## src/rtl/queue_arbiter_pkg.sv

```systemverilog
// Shared types and defaults for the queue arbiter and its round-robin picker.
package queue_arbiter_pkg;

    typedef enum logic [1:0] {
        IDLE      = 2'd0,
        ACTIVE    = 2'd1,
        FULL_WAIT = 2'd2
    } state_t;

    localparam int unsigned DEF_NUM_REQ      = 4;
    localparam int unsigned DEF_WIDTH        = 32;
    localparam int unsigned DEF_STARVE_LIMIT = 15;
    localparam int unsigned ACCEPT_COUNT_W   = 16;

    // Bits needed to hold values 0..n-1, never less than one bit.
    function automatic int unsigned idx_width(input int unsigned n);
        return (n > 1) ? $clog2(n) : 1;
    endfunction

endpackage

```

## src/rtl/queue_arbiter_rr_picker.sv

```systemverilog
// Combinational winner selection: starved requesters first (lowest index),
// otherwise round-robin search upward from the pointer with wrap-around.
module rr_picker
    import queue_arbiter_pkg::*;
#(
    parameter int unsigned NUM_REQ = DEF_NUM_REQ,
    localparam int unsigned PTR_W  = idx_width(NUM_REQ)
) (
    input  logic [NUM_REQ-1:0] req,
    input  logic [NUM_REQ-1:0] starved,
    input  logic [PTR_W-1:0]   ptr,
    output logic [NUM_REQ-1:0] grant
);

    logic [NUM_REQ-1:0] urgent;
    logic [NUM_REQ-1:0] upper_mask;
    logic [NUM_REQ-1:0] upper;

    // Wrap-around search is split into "at or above ptr" then "anywhere";
    // v & -v isolates the lowest set bit of each candidate set.
    always_comb begin
        upper_mask = '0;
        for (int unsigned i = 0; i < NUM_REQ; i++) begin
            upper_mask[i] = (i >= 32'(ptr));
        end
        urgent = req & starved;
        upper  = req & upper_mask;
        grant  = '0;
        if (|urgent) begin
            grant = urgent & -urgent;
        end else if (|upper) begin
            grant = upper & -upper;
        end else begin
            grant = req & -req;
        end
    end

endmodule

```

## src/rtl/queue_arbiter.sv

```systemverilog
// Arbitrates NUM_REQ requesters into a single queue write port with
// round-robin fairness and starvation priority.
module queue_arbiter
    import queue_arbiter_pkg::*;
#(
    parameter int unsigned NUM_REQ      = DEF_NUM_REQ,
    parameter int unsigned WIDTH        = DEF_WIDTH,
    parameter int unsigned STARVE_LIMIT = DEF_STARVE_LIMIT
) (
    input  logic                      Clock,
    input  logic                      Reset,
    input  logic [NUM_REQ-1:0]        Req,
    input  logic [NUM_REQ*WIDTH-1:0]  Req_Data,
    output logic [NUM_REQ-1:0]        Grant,
    output logic [WIDTH-1:0]          Q_Data_In,
    output logic                      Q_InputValid,
    input  logic                      Q_IsFull,
    output logic [NUM_REQ-1:0]        Starved,
    output logic                      Busy,
    output logic [ACCEPT_COUNT_W-1:0] Accept_Count
);

    localparam int unsigned PTR_W = idx_width(NUM_REQ);
    localparam int unsigned CNT_W = idx_width(STARVE_LIMIT + 1);
    localparam logic [CNT_W-1:0] CNT_MAX = '1;

    state_t             state;
    state_t             state_next;
    logic [PTR_W-1:0]   ptr;
    logic [PTR_W-1:0]   ptr_next;
    logic [NUM_REQ-1:0] pick;
    logic [CNT_W-1:0]   wait_cnt [NUM_REQ];
    logic [CNT_W-1:0]   wait_next [NUM_REQ];

    rr_picker #(.NUM_REQ(NUM_REQ)) u_picker (
        .req     (Req),
        .starved (Starved),
        .ptr     (ptr),
        .grant   (pick)
    );

    // Grant only while out of reset and the queue has room; route the winner's word.
    always_comb begin
        Grant     = (Reset && !Q_IsFull) ? pick : '0;
        Q_InputValid = |Grant;
        Q_Data_In = '0;
        for (int unsigned i = 0; i < NUM_REQ; i++) begin
            if (Grant[i]) begin
                Q_Data_In = Q_Data_In | Req_Data[i*WIDTH +: WIDTH];
            end
        end
    end

    // Pointer moves just past the granted requester; holds otherwise.
    always_comb begin
        ptr_next = ptr;
        for (int unsigned i = 0; i < NUM_REQ; i++) begin
            if (Grant[i]) begin
                ptr_next = (i == NUM_REQ - 1) ? '0 : PTR_W'(i + 1);
            end
        end
    end

    // Next state purely from this cycle's request and full inputs.
    always_comb begin
        if (Req == '0) begin
            state_next = IDLE;
        end else if (Q_IsFull) begin
            state_next = FULL_WAIT;
        end else begin
            state_next = ACTIVE;
        end
    end

    // Wait counters count unserved request cycles, saturating; any grant or drop clears.
    always_comb begin
        for (int unsigned i = 0; i < NUM_REQ; i++) begin
            if (!Req[i] || Grant[i]) begin
                wait_next[i] = '0;
            end else if (wait_cnt[i] != CNT_MAX) begin
                wait_next[i] = wait_cnt[i] + CNT_W'(1);
            end else begin
                wait_next[i] = wait_cnt[i];
            end
        end
    end

    // Control state, pointer and accepted-word counter.
    always_ff @(posedge Clock or negedge Reset) begin
        if (!Reset) begin
            state        <= IDLE;
            ptr          <= '0;
            Accept_Count <= '0;
        end else begin
            state <= state_next;
            ptr   <= ptr_next;
            if (Q_InputValid) begin
                Accept_Count <= Accept_Count + ACCEPT_COUNT_W'(1);
            end
        end
    end

    // Starved is registered from the next counter value so it tracks the counter exactly.
    always_ff @(posedge Clock or negedge Reset) begin
        if (!Reset) begin
            for (int unsigned i = 0; i < NUM_REQ; i++) begin
                wait_cnt[i] <= '0;
            end
            Starved <= '0;
        end else begin
            for (int unsigned i = 0; i < NUM_REQ; i++) begin
                wait_cnt[i] <= wait_next[i];
                Starved[i]  <= (32'(wait_next[i]) >= STARVE_LIMIT);
            end
        end
    end

    assign Busy = (state != IDLE);

endmodule

```

## config.mk

```make
export PLATFORM = sky130hd
export DESIGN_NAME = queue_arbiter
export DESIGN_NICKNAME = d
export VERILOG_FILES = /design/src/rtl/queue_arbiter_pkg.sv /design/src/rtl/queue_arbiter_rr_picker.sv /design/src/rtl/queue_arbiter.sv
export SDC_FILE = /design/constraint.sdc
export NUM_CORES = 1
export LEC_CHECK = 0
export BUFFER_PORTS_ARGS = -buffer_cell sky130_fd_sc_hd__buf_2
export CAP_MARGIN = 10
export CORE_AREA = 2 2 99 72
export CTS_BUF_LIST = sky130_fd_sc_hd__clkbuf_8
export DETAILED_ROUTE_END_ITERATION = 12
export DIE_AREA = 0 0 101 74
export PLACE_DENSITY_LB_ADDON = 0.05
export SYNTH_ARGS = -nofsm -noshare
export SYNTH_HDL_FRONTEND = slang
export SYNTH_HIERARCHICAL = 1
export SYNTH_SLANG_ARGS = --single-unit
```

## constraint.sdc

```tcl
create_clock -name Clock -period 6.54 [get_ports Clock]
set_input_delay 1.308 -clock Clock [delete_from_list [all_inputs] [get_ports Clock]]
set_output_delay 1.308 -clock Clock [all_outputs]
set_load 0.01 [all_outputs]
```

==> impl_metrics.tcl, run 1 <==
set metrics [dict create \
    drt_pass1_iterations 5 \
    cts_resized 0 \
    instances_no_fill 589 \
    numCtsBuffers 5 \
    postCtsSetupRepairBufs 0 \
    status "completed" \
    yosys_register_bits 40 \
    die_w_um 101 \
    drive_gt1_share_pct 42.5 \
    hpwlAfterDp_um 7070 \
    reg2reg_slack_ns 3.44 \
    cts_hold_buf 0 \
    cts_root_buffer "clkbuf_8" \
    fp.dieArea_um2 7470 \
    required_ns 5.23 \
    synth.top_cells.by_area "dfrtp_1 35%, a22oi_1 17%, a21oi_1 7.0%" \
    holdPathStages 1 \
    yosysMostFrequentCell "a22oi_1" \
    cts_max_level 2 \
    drc 0 \
    final-setup-viol-count 0 \
    yosys_warnings 6 \
    syn-num-nets 466 \
    r2r_start "ptr[1]$_DFFE_PN0P_" \
    drv_slew 0 \
    critPathCapture "Q_Data_In[23]" \
    synth_top_area_share_pct 35.0 \
    clock_path_buffers 2 \
    placed_cell_area_um2 3840 \
    synth_ff_type "dfrtp_1" \
    postRouteWirelength_um 9490 \
    final_design_area_no_fill_um2 3960 \
    num_vias 3234 \
    period_needed_ns 4.86 \
    synth_seq_area_share_pct 35.0 \
    avgViaCountPerCell 5.49 \
    dp.cells 579 \
    area_growth_pct 38.4 \
    path_depth 7 \
    p_total_mw 0.952 \
    finalSetupTns_ns 0 \
    antenna_found_initial 2 \
    p_leak_nw 2.06 \
    io_pins 193 \
    synth-async-reset-ratio_pct 100 \
    clock_latency_ns 0.29 \
    max_freq_mhz 206 \
    hold_violations 0 \
    r2r_end "Starved[2]$_DFF_PN0_" \
    skew_ns 0.00892 \
    avgSynthCellArea_um2 8.77 \
    critPathMaxStageDelay_ns 0.95 \
    crit_family "compound AO/OA/AOI/OAI gates" \
    final_antenna_net_count 0 \
    start_kind "input port" \
    cp_data_arrival_time_ns 3.55 \
    grt_first_pass_wirelength_um 13500 \
    synth.distinct_cells 45 \
    critical_path_buf_inv_count 2 \
    wl_per_cell_um 16.1 \
    grt_pass1_vias 2769 \
    rsz0062_at_grt "false" \
    place.gp.congestion 0.864 \
    fin_nets 645 \
    hp-start "Accept_Count[15]$_DFFE_PN0P_" \
    r2r_cells 8 \
    ir_drop_mv 0.188 \
    worstPathCellList "buf_2 > a22oi_1 > and3_1 > o211a_1 > a22oi_1 > a21oi_1 > buf_2" \
    clock-sinks 40 \
    tightest_slew_ns 1.20 \
    gr-usage-all-layers_pct 22.9 \
    synth_edf_count 0 \
    fin_crit_sh_pct 74.3 \
    slew_headroom_pct 19.8 \
    hold_class "register to register" \
    core_um2 6570 \
    gr-total-overflow 0 \
    grt_max_degree 45 \
    synth_top_area_cell "dfrtp_1" \
    synth_cells 326 \
    num_rows 25 \
    critPathLaunch "Req[1]" \
    cellPowerDensity_nw_per_um2 241 \
    start_util_pct 43.5 \
    clkTransAtPathRegs_ns 0.09 \
    crit_slowest_cell "o211a_1" \
    netlist_area_um2 2860 \
    critPathCaptureType "output pin" \
    cts_tree "yes" \
    drtIter0Drc 231 \
    cp_max_fo 35 \
    maxCapViolCount 0 \
    die_h_um 74 \
    critPathKind "input port to output pin" \
    synth_common_cells "65 x a22oi_1, 40 x a21oi_1, 40 x dfrtp_1" \
    port_buffers 192 \
]
[metal layers]
metal  wire length [um]  track usage (%)
met5                  0                0
met4                103             6.01
met3                572             4.70
met2               4710             37.4
met1               4100             31.4
[state kept, by name, indices dropped and copies added, names as in the netlist]
register / count
Starved: 4
wait_cnt: 16
state: 2
Accept_Count: 16
ptr: 2
[worst min-delay path by stage]
stage	to	slack (ns)
after floorplan	wait_cnt[15]$_DFF_PN0_	0.48
after global placement	Accept_Count[15]$_DFFE_PN0P_	0.45
after detailed placement	Accept_Count[15]$_DFFE_PN0P_	0.47
after CTS	Accept_Count[15]$_DFFE_PN0P_	0.48
after global routing	Accept_Count[15]$_DFFE_PN0P_	0.49
final	Accept_Count[15]$_DFFE_PN0P_	0.47
[cell usage in the layout, fill, tap and decap left out, types with 4 or more instances in the layout]
cell	Yosys	routed
clkbuf_8	0	5
a22oi_1	65	65
nor2_1	27	27
inv_1	10	10
a21oi_1	40	39
dfrtp_1	40	40
nand2_1	14	14
a31oi_1	4	4
o21ai_0	5	5
nand3_1	14	14
buf_2	6	192
nor3_1	5	5
xnor2_1	16	16
mux2i_1	4	4
xor2_1	7	7
ha_1	5	5
o21ai_1	4	4
and3_1	6	6
[kinds of logic (layout without fill, tap and decap cells)]
group | Yosys count | in the layout | share of synthesized area (%)
multiplexers | 5 | 5 | 1.79
buffers and inverters | 32 | 212 | 5.25
AO/OA/AOI/OAI | 129 | 129 | 29.7
XOR/XNOR | 23 | 23 | 7.04
adder cells (fa/ha/maj) | 5 | 5 | 2.19
other | 0 | 2 | 0
flip-flops | 40 | 40 | 35.0
AND/OR/NAND/NOR | 92 | 92 | 19.0
[final cells by class]
type | instances | area, um2
Inverter | 10 | 37.5
Timing Repair Buffer | 194 | 976
Clock inverter | 3 | 46.3
Clock buffer | 5 | 68.8
Sequential cell | 40 | 1000
Antenna cell | 2 | 5.00
Tap cell | 81 | 101
Multi-Input combinational cell | 254 | 1720
Fill cell | 613 | 2610
[stage by stage]
| step | hold WS [ns] | util (%) | worst slack [ns] |
|---|---|---|---|
| 6_report | 0.470 | 60.3 | 1.68 |
| 2_1_floorplan | 0.485 | - | 2.53 |
| 5_1_grt | 0.490 | 60.3 | 1.49 |
| 3_5_place_dp | 0.466 | 58.4 | 1.68 |
| 3_3_place_gp | 0.453 | 58.4 | 1.71 |
| 4_1_cts | 0.478 | 60.2 | 1.68 |
[where the power goes]
| part | total [mW] | internal, mW | switching (mW) | leakage [nW] |
|---|---|---|---|---|
| sequential | 0.322 | 0.276 | 0.0459 | 0.526 |
| combinational | 0.419 | 0.180 | 0.239 | 1.48 |
| clock | 0.211 | 0.115 | 0.0956 | 0.0548 |
| total | 0.952 | 0.572 | 0.380 | 2.06 |
(Power assumes the default switching activity.)
==> inputs of run 2 (changes only) <==
--- a/config.mk
+++ b/config.mk
@@ -7,10 +7,10 @@
 export LEC_CHECK = 0
 export BUFFER_PORTS_ARGS = -buffer_cell sky130_fd_sc_hd__buf_2
 export CAP_MARGIN = 10
-export CORE_AREA = 2 2 99 72
+export CORE_AREA = 2 2 106 77
 export CTS_BUF_LIST = sky130_fd_sc_hd__clkbuf_8
 export DETAILED_ROUTE_END_ITERATION = 12
-export DIE_AREA = 0 0 101 74
+export DIE_AREA = 0 0 108 79
 export PLACE_DENSITY_LB_ADDON = 0.05
 export SYNTH_ARGS = -nofsm -noshare
 export SYNTH_HDL_FRONTEND = slang
==> constraint.sdc (replaced) <==
create_clock -name Clock -period 4.4 [get_ports Clock]
set_input_delay 0.88 -clock Clock [delete_from_list [all_inputs] [get_ports Clock]]
set_output_delay 0.88 -clock Clock [all_outputs]
set_load 0.01 [all_outputs]
==> impl_metrics.tcl, run 2 (same netlist as run 1, synthesis figures left out) <==
set metrics [dict create \
    status "completed" \
    placed_cell_area_um2 3890 \
    critPathKind "input port to output pin" \
    p_total_mw 1.35 \
    drive_gt1_share_pct 42.7 \
    fillers 754 \
    start_kind "input port" \
    num_vias 3308 \
    hp-start "Accept_Count[15]$_DFFE_PN0P_" \
    power_frac_comb_pct 46.8 \
    r2r_start "ptr[1]$_DFFE_PN0P_" \
    gr-total-overflow 0 \
    top_regs "Accept_Count x16, wait_cnt x16, Starved x4" \
    cp_data_arrival_time_ns 2.64 \
    rsz0062_at_grt "false" \
    clock-sinks 40 \
    r2r_cells 9 \
    clock_path_buffers 2 \
    final-setup-viol-count 0 \
    die_h_um 79 \
    critPathLaunch "Req[2]" \
    port_buffers 192 \
    clkTransAtPathRegs_ns 0.08 \
    seq_area_um2 1000 \
    clock_latency_ns 0.30 \
    critPathCaptureType "output pin" \
    num_rows 27 \
    area_growth_pct 38.7 \
    cellPowerDensity_nw_per_um2 341 \
    hpwlAfterDp_um 7360 \
    cts_hold_buf 0 \
    p_int_mw 0.793 \
    cts_max_level 2 \
    final_design_area_no_fill_um2 3970 \
    maxCapViolCount 0 \
    hold_class "register to register" \
    grt_first_pass_wirelength_um 14800 \
    antenna_found_initial 0 \
    gr-usage-all-layers_pct 21.5 \
    core_um2 7600 \
    hold_violations 0 \
    io_pins 193 \
    final_cell_mix "192 x buf_2, 65 x a22oi_1, 40 x dfrtp_1" \
    holdPathStages 1 \
    skew_ns 0.00857 \
    power_frac_clock_pct 17.7 \
    period_needed_ns 3.52 \
    cts_root_buffer "clkbuf_8" \
    final_antenna_net_count 0 \
    drtIter0Drc 209 \
    grt_max_degree 45 \
    swShare_pct 41.4 \
    max_freq_mhz 284 \
    ir_drop_mv 0.199 \
    power_frac_seq_pct 35.5 \
    drt_pass1_iterations 6 \
    fp.dieArea_um2 8530 \
    wl_per_cell_um 16.1 \
    final_common_cell "buf_2" \
    diodes 0 \
    slew_headroom_pct 62.1 \
    r2r_end "Accept_Count[8]$_DFFE_PN0P_" \
    p_leak_nw 2.06 \
    fin_crit_sh_pct 79.9 \
    drc 0 \
    fin_nets 648 \
    start_util_pct 37.6 \
    cts_resized 0 \
    reg2reg_slack_ns 1.73 \
    required_ns 3.52 \
    place.gp.congestion 0.868 \
    cts_tree "yes" \
    multiInputGateArea_um2 1720 \
    avgViaCountPerCell 5.43 \
    p_switching_mw 0.560 \
    die_w_um 108 \
    min_to "Accept_Count[15]$_DFFE_PN0P_" \
    cp_max_fo 34 \
    finalSetupTns_ns 0 \
    final_util_pct 52.2 \
    hold_ws_ns 0.466 \
    tightest_slew_ns 0.569 \
    drv_slew 0 \
    postCtsSetupRepairBufs 0 \
    grt_pass1_vias 2958 \
    postRouteWirelength_um 9800 \
    numCtsBuffers 5 \
]
-- run 2: power groups by stage --
| stage | clock [mW] | sequential [mW] | combinational [mW] |
|---|---|---|---|
| floorplan | 0 | 0.481 | 0.419 |
| global placement | 0 | 0.485 | 0.624 |
| detailed placement | 0 | 0.487 | 0.635 |
| CTS | 0.246 | 0.479 | 0.638 |
| global route | 0.261 | 0.490 | 0.702 |
| finish | 0.240 | 0.481 | 0.634 |
-- run 2: worst max path at each step --
stage	end	slack, ns
after detailed placement	Q_Data_In[24]	0.91
after global routing	Q_Data_In[23]	0.72
final	Q_Data_In[31]	0.88
after global placement	Grant[1]	0.88
after floorplan	Q_Data_In[15]	1.24
after CTS	Q_Data_In[24]	0.90
-- run 2: per-stage QoR --
step / std cells / setup WS [ns]
2_1_floorplan: 326 / 1.24
3_3_place_gp: 602 / 0.878
3_5_place_dp: 602 / 0.910
4_1_cts: 609 / 0.904
5_1_grt: 609 / 0.725
6_report: 609 / 0.883
-- run 2: cell type report --
cell class                      instances  area share [%]
Timing Repair Buffer                  197            25.2
Inverter                               10           0.946
Multi-Input combinational cell        254            43.4
Clock buffer                            5            1.73
Sequential cell                        40            25.2
Clock inverter                          2           0.315
Tap cell                              101            3.19
-- run 2: critical path, cell delays in order --
cell	delay, ns
buf_2	0.14
nor2b_1	0.16
o22a_1	0.19
o221ai_1	0.14
o211a_1	0.24
buf_4	0.37
a22oi_1	0.17
a21oi_1	0.17
buf_2	0.16
-- run 2: metal layers --
layer / vias up / wire length (um) / global-route usage [%]
li1: 1594 / - / -
met2: 124 / 4690 / 34.2
met1: 1571 / 4250 / 30.2
met4: 0 / 172 / 5.38
met5: - / 0 / 0
met3: 19 / 679 / 4.27
==> inputs of run 3 (changes only) <==
--- a/config.mk
+++ b/config.mk
@@ -7,10 +7,10 @@
 export LEC_CHECK = 0
 export BUFFER_PORTS_ARGS = -buffer_cell sky130_fd_sc_hd__buf_2
 export CAP_MARGIN = 10
-export CORE_AREA = 2 2 106 77
+export CORE_AREA = 2 2 101 74
 export CTS_BUF_LIST = sky130_fd_sc_hd__clkbuf_8
 export DETAILED_ROUTE_END_ITERATION = 12
-export DIE_AREA = 0 0 108 79
+export DIE_AREA = 0 0 103 76
 export PLACE_DENSITY_LB_ADDON = 0.05
 export SYNTH_ARGS = -nofsm -noshare
 export SYNTH_HDL_FRONTEND = slang
==> constraint.sdc (replaced) <==
create_clock -name Clock -period 3.65 [get_ports Clock]
set_input_delay 0.73 -clock Clock [delete_from_list [all_inputs] [get_ports Clock]]
set_output_delay 0.73 -clock Clock [all_outputs]
set_load 0.01 [all_outputs]
==> impl_metrics.tcl, run 3 (same netlist as run 1, synthesis figures left out) <==
set metrics [dict create \
    dp.cells 600 \
    core_um2 6960 \
    cts_root_buffer "clkbuf_8" \
    period_needed_ns 3.30 \
    finalSetupTns_ns 0 \
    gr-usage-all-layers_pct 24.3 \
    num_vias 3320 \
    min_to "Accept_Count[15]$_DFFE_PN0P_" \
    gr-total-overflow 0 \
    cts_hold_buf 0 \
    postCtsSetupRepairBufs 0 \
    fin_crit_sh_pct 90.5 \
    drt_pass1_iterations 5 \
    final_antenna_net_count 0 \
    area_growth_pct 39.6 \
    cp_data_arrival_time_ns 2.57 \
    num_rows 26 \
    required_ns 2.92 \
    fp.dieArea_um2 7830 \
    tightest_slew_ns 0.552 \
    skew_ns 0.00531 \
    die_w_um 103 \
    drive_gt1_share_pct 42.6 \
    wl_per_cell_um 16.4 \
    cp_max_fo 16 \
    grt_max_degree 45 \
    antenna_found_initial 0 \
    die_h_um 76 \
    status "completed" \
    critPathMaxStageDelay_ns 0.36 \
    rsz0062_at_grt "false" \
    drc 0 \
    fin_nets 649 \
    holdPathStages 1 \
    grt_first_pass_wirelength_um 15100 \
    r2r_start "ptr[1]$_DFFE_PN0P_" \
    place.gp.congestion 0.897 \
    io_pins 193 \
    hp-start "Accept_Count[15]$_DFFE_PN0P_" \
    port_buffers 192 \
    diodes 0 \
    drv_slew 0 \
    crit_slowest_cell "nor2b_2" \
    ir_drop_mv 0.171 \
    start_util_pct 41.1 \
    maxCapViolCount 0 \
    instances_no_fill 607 \
    numCtsBuffers 5 \
    clock-sinks 40 \
    final-setup-viol-count 0 \
    slew_headroom_pct 63.2 \
    hold_class "register to register" \
    cellPowerDensity_nw_per_um2 412 \
    dpl_worst_slack_ns 0.378 \
    cts_tree "yes" \
    hpwlAfterDp_um 7560 \
    grt_pass1_vias 3102 \
    cts_max_level 2 \
    top_regs "Accept_Count x16, wait_cnt x16, Starved x4" \
    worstPathCellList "buf_2 > a22oi_1 > and3_1 > a32oi_1 > nor2b_2 > buf_4 > a22oi_1 > a21oi_1 > buf_2" \
    r2r_cells 9 \
    clkTransAtPathRegs_ns 0.07 \
    clock_path_buffers 2 \
    postRouteWirelength_um 9930 \
    final_util_pct 57.4 \
    max_freq_mhz 303 \
    reg2reg_slack_ns 1.02 \
    critPathKind "input port to output pin" \
    start_kind "input port" \
    cts_resized 0 \
    critPathCaptureType "output pin" \
    drtIter0Drc 179 \
    final_cell_mix "192 x buf_2, 65 x a22oi_1, 40 x dfrtp_1" \
    hold_violations 0 \
    clock_latency_ns 0.29 \
    final_common_cell "buf_2" \
    r2r_end "Accept_Count[8]$_DFFE_PN0P_" \
    avgViaCountPerCell 5.47 \
    p_leak_nw 2.08 \
    fin_ws_ns 0.348 \
]
[run 3: cell count changes in the layout (fill, tap and decap cells not counted), sizes merged]
cell      change
clkinvlp      -1
inv           +1
buf           +1
[run 3: routing by layer]
| layer | up-vias | GRT usage (%) | share of wire (%) |
|---|---|---|---|
| li1 | 1595 | - | - |
| met1 | 1553 | 33.1 | 44 |
| met2 | 158 | 40.1 | 47 |
| met3 | 14 | 4.86 | 8.3 |
| met4 | 0 | 4.74 | 1.0 |
| met5 | - | 0 | 0 |
[run 3: stage by stage]
stage | hold slack, ns | total power [mW] | cell area [um2]
2_1_floorplan | 0.434 | 1.09 | 2860
3_5_place_dp | 0.464 | 1.37 | 3920
6_report | 0.473 | 1.65 | 3990
3_3_place_gp | 0.454 | 1.36 | 3920
5_1_grt | 0.479 | 1.77 | 3990
4_1_cts | 0.475 | 1.66 | 3990
[run 3: worst max-delay path by stage]
stage	cells after the start	startpoint	endpoint
final	9	Req[1]	Q_Data_In[3]
after global routing	9	Req[1]	Q_Data_In[1]
after CTS	9	Req[1]	Q_Data_In[3]
after detailed placement	9	Req[1]	Q_Data_In[3]
after global placement	9	Req[1]	Q_Data_In[1]
after floorplan	8	Req[2]	Q_Data_In[15]
[run 3: cell type report]
| cell class | instances | area, um2 |
|---|---|---|
| fill | 707 | 2970 |
| clock buffer | 5 | 68.8 |
| timing repair buffer | 198 | 1030 |
| multi-input combinational | 254 | 1720 |
| sequential | 40 | 1000 |
| tap | 98 | 123 |
| inverter | 10 | 37.5 |
| clock inverter | 2 | 8.76 |
[run 3: power breakdown]
part	internal, mW	total [mW]	switching, mW
Combinational	0.348	0.795	0.447
Sequential	0.496	0.577	0.0811
Clock	0.127	0.275	0.147
Total	0.971	1.65	0.675
[run 3: worst max-delay path, delay by kind of cell]
family	cells	cell delay [ns]
compound gates	4	0.62
buf+inv	3	0.62
simple gates	2	0.59
